`src/rtl/mux_port_arbiter_pkg.sv`:
```
// Shared constants and helpers for the three-way mux port arbiter.
package mux_port_arbiter_pkg;

    localparam int NUM_REQ = 3;

    // Mux select encoding: owner index, or 11 when no one owns the mux
    localparam logic [1:0] SEL_IN1  = 2'b00;
    localparam logic [1:0] SEL_IN2  = 2'b01;
    localparam logic [1:0] SEL_IN3  = 2'b10;
    localparam logic [1:0] SEL_IDLE = 2'b11;

    typedef enum logic {
        ST_IDLE  = 1'b0,
        ST_GRANT = 1'b1
    } arb_state_t;

    // Requester index reached by stepping 'step' places past 'base', modulo 3
    function automatic logic [1:0] rr_idx(input logic [1:0] base, input int unsigned step);
        int unsigned sum;
        sum = {30'd0, base} + step;
        return 2'(sum % 32'd3);
    endfunction

endpackage

```
`src/rtl/mux_port_arbiter_rr_pick3.sv`:
```
// Combinational round-robin picker over three requesters.
// Searches last+1, last+2, last+3 (mod 3); an optional index is skipped.
module rr_pick3
    import mux_port_arbiter_pkg::*;
(
    input  logic [2:0] req,
    input  logic [1:0] last,
    input  logic       exclude_valid,
    input  logic [1:0] exclude_idx,
    output logic       valid,
    output logic [1:0] idx
);

    logic [1:0] cand;

    // First asserted, non-excluded requester in rotating priority order wins
    always_comb begin
        valid = 1'b0;
        idx   = 2'd0;
        cand  = 2'd0;
        for (int k = 1; k <= NUM_REQ; k++) begin
            cand = rr_idx(last, k);
            if (!valid && req[cand] && !(exclude_valid && (exclude_idx == cand))) begin
                valid = 1'b1;
                idx   = cand;
            end
        end
    end

endmodule

```
`src/rtl/mux_port_arbiter.sv`:
```
// Round-robin arbiter for a shared three-input datapath mux with a bounded
// hold time. All outputs come straight from registers.
module mux_port_arbiter
    import mux_port_arbiter_pkg::*;
#(
    parameter int MAX_HOLD = 16,
    parameter int CNT_W    = 5
) (
    input  logic       clk,
    input  logic       reset,
    input  logic [2:0] req,
    output logic [2:0] grant,
    output logic [1:0] select,
    output logic       busy,
    output logic       preempt
);

    // Counter saturation point; with the timeout disabled it just pins at all-ones
    localparam logic [CNT_W-1:0] CNT_SAT = (MAX_HOLD == 0) ? {CNT_W{1'b1}} : CNT_W'(MAX_HOLD - 1);

    arb_state_t       state, state_n;
    logic [CNT_W-1:0] cnt, cnt_n;
    logic [1:0]       last_owner, last_n;
    logic [2:0]       grant_n;
    logic [1:0]       select_n;
    logic             busy_n, preempt_n;

    logic             pick_valid;
    logic [1:0]       pick_idx;
    logic             owner_req, others_req, timeout;

    // In GRANT the owner is last_owner and grant is its one-hot
    assign owner_req  = |(req & grant);
    assign others_req = |(req & ~grant);
    assign timeout    = (MAX_HOLD != 0) && (state == ST_GRANT) && (cnt == CNT_SAT)
                        && owner_req && others_req;

    rr_pick3 u_pick (
        .req           (req),
        .last          (last_owner),
        .exclude_valid (state == ST_GRANT),
        .exclude_idx   (last_owner),
        .valid         (pick_valid),
        .idx           (pick_idx)
    );

    // Next-state and next-output decode; every hand-off restarts the hold counter
    always_comb begin
        state_n   = state;
        cnt_n     = cnt;
        last_n    = last_owner;
        grant_n   = grant;
        select_n  = select;
        busy_n    = busy;
        preempt_n = 1'b0;
        case (state)
            ST_IDLE: begin
                if (pick_valid) begin
                    state_n  = ST_GRANT;
                    grant_n  = 3'b001 << pick_idx;
                    select_n = pick_idx;
                    busy_n   = 1'b1;
                    cnt_n    = '0;
                    last_n   = pick_idx;
                end
            end
            ST_GRANT: begin
                if (!owner_req || timeout) begin
                    if (pick_valid) begin
                        grant_n   = 3'b001 << pick_idx;
                        select_n  = pick_idx;
                        cnt_n     = '0;
                        last_n    = pick_idx;
                        preempt_n = timeout;
                    end else begin
                        state_n  = ST_IDLE;
                        grant_n  = 3'b000;
                        select_n = SEL_IDLE;
                        busy_n   = 1'b0;
                        cnt_n    = '0;
                    end
                end else if (cnt != CNT_SAT) begin
                    cnt_n = cnt + 1'b1;
                end
            end
            default: begin
                state_n  = ST_IDLE;
                grant_n  = 3'b000;
                select_n = SEL_IDLE;
                busy_n   = 1'b0;
            end
        endcase
    end

    // State and output registers; last_owner resets to 2 so requester 0 goes first
    always_ff @(posedge clk) begin
        if (reset) begin
            state      <= ST_IDLE;
            cnt        <= '0;
            last_owner <= 2'd2;
            grant      <= 3'b000;
            select     <= SEL_IDLE;
            busy       <= 1'b0;
            preempt    <= 1'b0;
        end else begin
            state      <= state_n;
            cnt        <= cnt_n;
            last_owner <= last_n;
            grant      <= grant_n;
            select     <= select_n;
            busy       <= busy_n;
            preempt    <= preempt_n;
        end
    end

endmodule

```
`config.mk`:
```
export PLATFORM = sky130hd
export DESIGN_NAME = mux_port_arbiter
export DESIGN_NICKNAME = d
export VERILOG_FILES = /design/src/rtl/mux_port_arbiter_pkg.sv /design/src/rtl/mux_port_arbiter_rr_pick3.sv /design/src/rtl/mux_port_arbiter.sv
export SDC_FILE = /design/constraint.sdc
export NUM_CORES = 1
export LEC_CHECK = 0
export CORE_MARGIN = 1.5
export CORE_UTILIZATION = 50
export CTS_CLUSTER_SIZE = 14
export DETAILED_ROUTE_END_ITERATION = 6
export GPL_TIMING_DRIVEN = 0
export PLACE_DENSITY_LB_ADDON = 0.25
export SLEW_MARGIN = 20
export SYNTH_ARGS = -nofsm -noshare
export SYNTH_HDL_FRONTEND = slang
export SYNTH_SLANG_ARGS = --single-unit
```
`constraint.sdc`:
```
create_clock -name clk -period 6.7 [get_ports clk]
set_input_delay 0.67 -clock clk [delete_from_list [all_inputs] [get_ports clk]]
set_output_delay 0.67 -clock clk [all_outputs]
set_load 0.01 [all_outputs]
```
==> results.json, run 1 <==
{
  "grt_pass1_vias": 782,
  "drv_slew": 0,
  "syn_nets": 127,
  "worstRegToRegCells": 9,
  "synth_compound_area_share_pct": 28.6,
  "relSlewSlack_pct": 74.8,
  "fin_crit_sh_pct": 37.6,
  "postCtsHoldBufs": 0,
  "antenna_found_initial": 0,
  "die_x_um": 48.0,
  "synth.avg_cell_area_um2": 8.79,
  "path_cells": "inv_1, ha_1, clkbuf_4, xor2_1, nand3_1, a32oi_4, mux2_4, nor3_2, a22o_1",
  "postCtsSetupBuffers": 0,
  "ir_drop_mv": 0.255,
  "clock_latency_ns": 0.29,
  "startpoint_type": "register",
  "cts_resized": 0,
  "cp.depth": 9,
  "synth_warnings": 0,
  "crit-reg2reg-launch": "last_owner[1]",
  "cp.required_ns": 6.93,
  "cts_buffer_depth": 2,
  "path_clk_slew_ns": 0.09,
  "finalHoldViolCount": 0,
  "tns_ns": 0,
  "period_needed_ns": 2.52,
  "synth_enable_flop_cells": 0,
  "synth_xor_area_share_pct": 0.866,
  "status": "completed",
  "fill_cells": 186,
  "synthArstFlopShare_pct": 0,
  "drive_gt1_share_pct": 12.3,
  "synth_top_family_by_area": "compound AO/OA/AOI/OAI gates",
  "endpoint_kind": "register",
  "wirelength_um": 2000,
  "dp_hpwl_um": 1600,
  "critPathKind": "register to register",
  "critPathMaxStageDelay_ns": 0.50,
  "hp-class": "register to register",
  "gr-max-usage-layer": "met2",
  "rows": 16,
  "numCtsBuffers": 3,
  "rsz0062_at_grt": "false",
  "synthesis.area_um2": 1010,
  "dieArea_um2": 2300,
  "synth-simple-area-share_pct": 21.2,
  "crit_fanout": 9,
  "syn_to_final_growth_pct": 17.0,
  "syn_inst": 115,
  "worst_slew_pin_slew_ns": 0.369,
  "startpoint": "last_owner[1]",
  "synthAdderAreaFrac_pct": 8.66,
  "critPathBufInv": 2,
  "grt_max_degree": 11,
  "grtUsageTotal_pct": 20.4,
  "die_h_um": 48.0,
  "max_freq_ghz": 0.397,
  "r2r_setup_slack_ns": 4.18,
  "grt_first_pass_wirelength_um": 3360,
  "diodes": 0,
  "crit_path_end": "grant[0]",
  "synth_flop_cell": "dfxtp_1",
  "io_pins": 12,
  "leakage_uw": 0.000484,
  "drtPass1Iterations": 5,
  "seqCellArea_um2": 300,
  "clock-sinks": 15,
  "gp_congestion": 0.835,
  "initial_core_util_pct": 52.1,
  "drc": 0,
  "routed_via_density": 5.72,
  "root_buffer": "clkbuf_4",
  "met3_usage_pct": 6.79,
  "drt_iter0_markers": 26,
  "use_met2_pct": 31.5,
  "place_inst": 153,
  "cts_tree": "built",
  "instances_no_fill": 157,
  "ant_nets": 0,
  "grt_use_met1_pct": 28.3,
  "crit_arrival_ns": 2.75,
  "multi_input_area_um2": 646,
  "clock-skew-final_ns": 0.00515,
  "synth_mux_area_share_pct": 4.58,
  "critical-path-slowest-cell": "dfxtp_1",
  "port_buffers": 11,
  "ctsHtreeMaxLevel": 1,
  "crit_family": "compound AO/OA/AOI/OAI gates",
  "timing.rr.end": "grant[0]",
  "coreArea_um2": 1940,
  "max-cap-violations": 0,
  "power_density_nw_per_um2": 408,
  "nNetsFinal": 143,
  "ys_seq_area_share_pct": 29.7,
  "ys_ff_latch": 15,
  "synth_cell_types": 44,
  "grt_overflow": 0,
  "wl_per_cell_um": 12.8,
  "setup_viol_count_final": 0,
  "num_vias": 898
}
[per-layer routing]
metal | vias up | wire, um
met2 | 29 | 901
li1 | 452 | -
met5 | - | 0
met1 | 417 | 975
met3 | 0 | 127
met4 | 0 | 0
[flip-flops by register name, indices dropped and copies added, names as in the netlist]
register    count
cnt             5
grant           3
last_owner      2
select          2
busy            1
preempt         1
state           1
[cell usage in the layout, fill, tap and decap left out, drive strengths merged, types with 2 or more instances in the layout]
cell type,count
dfxtp,15
clkdlybuf4s50,11
inv,10
nor2,9
a21oi,9
nand2,7
ha,7
nor2b,5
clkbuf,5
nand2b,4
a22o,4
and3,3
a21o,3
a311oi,3
nand3,2
mux2i,2
o22ai,2
or2b,2
a31oi,2
a211oi,2
buf,2
nor3,2
mux2,2
[cell usage after synthesis, types with 2 or more instances]
cell type	instances	share of area (%)
a211oi_1	2	1.5
a21o_1	3	2.2
a21oi_1	9	4.5
a22o_1	4	3.5
a311oi_1	2	1.7
a31oi_1	2	1.2
and3_1	3	1.9
dfxtp_1	15	30
ha_1	7	8.7
inv_1	9	3.3
mux2i_1	2	2.0
nand2_1	7	2.6
nand2b_1	4	2.5
nand3_1	2	0.99
nor2_1	9	3.3
nor2b_1	5	3.1
o22ai_1	2	1.2
or2b_1	2	1.5
[area by class of cell]
class	count	share of cell area, %
multi-input combinational	86	54.6
clock inverter	1	0.423
buffer	4	2.33
timing repair buffer	11	9.31
tap	27	2.86
inverter	10	3.17
clock buffer	3	1.90
sequential	15	25.4
[worst reg2reg max path, cell delays in order (launching register included)]
cell and delay [ns]:
dfxtp_1 0.50, inv_1 0.10, ha_1 0.28, clkbuf_4 0.18
xor2_1 0.15, nand3_1 0.15, a32oi_4 0.35, mux2_4 0.34
nor3_2 0.23, a22o_1 0.17
[through the flow]
stage               hold slack [ns]  util (%)  worst slack, ns  power (uW)  instance area [um2]
global placement              0.437      59.5             4.05         425                 1150
global route                  0.470      60.9             4.00         523                 1180
detailed placement            0.436      59.5             4.02         432                 1150
floorplan                     0.440         -             4.53         360                 1010
finish                        0.445      60.9             4.18         483                 1180
CTS                           0.450      60.9             4.20         485                 1180
[power by group]
group	internal (uW)	switching (uW)	leakage, uW
registers	112	19.6	0.000123
clock network	22.2	29.9	0.0000177
logic	141	158	0.000343
[worst min-delay path by stage]
stage	startpoint	end	depth (start not counted)
detailed placement	select[0]	select[0]	2
finish	select[0]	select[0]	2
floorplan	cnt[3]	cnt[3]	1
CTS	select[0]	select[0]	2
global route	select[0]	select[0]	2
global placement	select[1]	select[1]	2
[cells by family after synthesis]
| logic type | Yosys count |
|---|---|
| buf+inv | 14 |
| flops | 15 |
| simple gates | 39 |
| compound gates | 35 |
| mux | 4 |
| fa+ha+maj | 7 |
| xor+xnor | 1 |
(Power assumes the default switching activity.)
==> inputs of run 2 (changes only) <==
--- a/config.mk
+++ b/config.mk
@@ -6,7 +6,7 @@
 export NUM_CORES = 1
 export LEC_CHECK = 0
 export CORE_MARGIN = 1.5
-export CORE_UTILIZATION = 50
+export CORE_UTILIZATION = 49
 export CTS_CLUSTER_SIZE = 14
 export DETAILED_ROUTE_END_ITERATION = 6
 export GPL_TIMING_DRIVEN = 0
==> constraint.sdc (replaced) <==
create_clock -name clk -period 2.06 [get_ports clk]
set_input_delay 0.206 -clock clk [delete_from_list [all_inputs] [get_ports clk]]
set_output_delay 0.206 -clock clk [all_outputs]
set_load 0.01 [all_outputs]
==> run 2 against run 1 <==
  * The run now ends with negative setup slack left
  * Critical path type unchanged
  * Fmax grew 18%
  * Total power increased to 4.5 times the previous value
  * Combinational power increased to 5.3 times the previous value
  * Clock power rose to 3.2 times the previous value
  * Highest routed layer is now met4
  * Wire length rose by 41%
  * Die area increased by 1.9%
  * Non-clock buffer count grew 15
  * Clock-buffer cell count unchanged
  * Utilization is 13 points higher
  * Setup slack got worse by 4.2 ns
==> results.json, run 2 (same netlist as run 1, synthesis figures left out) <==
{
  "status": "finished, violations left",
  "violations": "negative setup slack",
  "nNetsFinal": 158,
  "finalHoldViolCount": 0,
  "clock_latency_ns": 0.28,
  "grtUsageTotal_pct": 22.6,
  "root_buffer": "clkbuf_4",
  "utilization_pct": 74.2,
  "ctsHtreeMaxLevel": 1,
  "period_needed_ns": 2.12,
  "mostFrequentLayoutCells": "buf_4 (14), dfxtp_1 (13), clkdlybuf4s50_1 (11)",
  "worst_slew_pin_slew_ns": 0.545,
  "die_h_um": 48.4,
  "wl_per_cell_um": 16.4,
  "drc": 0,
  "cts_buffer_depth": 2,
  "antenna_found_initial": 0,
  "die_x_um": 48.4,
  "wirelength_um": 2820,
  "grt_max_degree": 11,
  "relSlewSlack_pct": 63.7,
  "grt_pass1_vias": 940,
  "placed_area_um2": 1170,
  "cts_tree": "built",
  "finalPower_uw": 2170,
  "io_pins": 12,
  "gp_congestion": 0.893,
  "drtPass1Iterations": 4,
  "setup_ws_ns": -0.0647,
  "clock-skew-final_ns": 0.0103,
  "coreArea_um2": 1960,
  "power_density_nw_per_um2": 1490,
  "crit_fanout": 4,
  "max_freq_ghz": 0.471,
  "diodes": 0,
  "grt_first_pass_wirelength_um": 4270,
  "dieArea_um2": 2340,
  "endpoint_kind": "register",
  "drv_slew": 0,
  "drive_gt1_share_pct": 37.2,
  "rows": 16,
  "setup_viol_count_final": 5,
  "design_area_um2": 1460,
  "fin_crit_sh_pct": 103,
  "port_buffers": 11,
  "startpoint_type": "register",
  "crit_arrival_ns": 2.29,
  "drt_iter0_markers": 21,
  "rsz0062_at_grt": "true",
  "largest_reg_flops": 5,
  "critPathKind": "register to register",
  "cp.required_ns": 2.23,
  "hp-class": "register to register",
  "dp_hpwl_um": 1720,
  "max-cap-violations": 0,
  "routed_via_density": 5.83,
  "reg_top3": "cnt (5), grant (3)",
  "clock-sinks": 15,
  "registers.top_by_ff_count": "cnt",
  "ir_drop_mv": 0.970,
  "num_vias": 1002,
  "numCtsBuffers": 3,
  "path_clk_slew_ns": 0.10,
  "grt_overflow": 0,
  "layout_commonest_cell": "buf_4",
  "leakage_uw": 0.000572,
  "r2r_setup_slack_ns": -0.06,
  "initial_core_util_pct": 51.5,
  "syn_to_final_growth_pct": 43.9,
  "ant_nets": 0
}
[run 2: cell count changes in the layout (fill, tap and decap cells not counted), sizes merged]
cell	before	now
buf	2	18
clkbuf	5	4
[run 2: worst paths after layout]
path | from | endpoint | cells past startpoint
min | select[0] | select[0] | 2
max reg2reg | last_owner[0] | grant[2] | 11
min reg2reg | select[0] | select[0] | 2
max | last_owner[0] | grant[2] | 11
[run 2: routing by layer]
| metal | vias to the layer above | GRT usage, % | wire (um) |
|---|---|---|---|
| met1 | 486 | 27.5 | 1150 |
| met5 | - | 0 | 0 |
| met3 | 8 | 2.16 | 66 |
| li1 | 484 | - | - |
| met4 | 0 | 9.05 | 77 |
| met2 | 24 | 41.0 | 1530 |
[run 2: critical path, cell delays in order, from the launching register on]
cell     delay (ns)
dfxtp_4        0.37
inv_6          0.07
buf_4          0.12
ha_4           0.16
mux2i_1        0.22
o22ai_2        0.11
a32oi_4        0.23
buf_4          0.18
buf_4          0.10
nand2_2        0.07
and3_4         0.17
a22o_1         0.20
[run 2: area by class of cell]
class	instances	area (um2)
Multi-Input combinational cell	86	771
Fill cell	154	507
Sequential cell	15	308
Timing Repair Buffer	27	250
Inverter	10	42.5
Tap cell	27	33.8
Clock buffer	3	22.5
Buffer	3	22.5
Clock inverter	1	5.00
[run 2: power by group]
group / internal, uW / switching [uW]
Clock: 71.9 / 93.3
Sequential: 372 / 49.8
Combinational: 823 / 765
[run 2: repair_timing]
action,4_1_cts,5_1_grt
hold buffers,0,0
resized for setup,7,24
buffers inserted,7,9
endpoints found under the setup margin,14,14
gates cloned,0,0
pin swaps,6,11
[run 2: metrics by stage]
step	instances	hold slack (ns)	worst slack, ns	TNS [ns]
after CTS	164	0.463	-0.0645	-0.155
after global routing	172	0.484	-0.149	-0.900
after global placement	153	0.435	-0.157	-1.09
final	172	0.459	-0.0647	-0.187
after floorplan	115	0.339	0.00780	0
after detailed placement	153	0.449	-0.191	-1.82
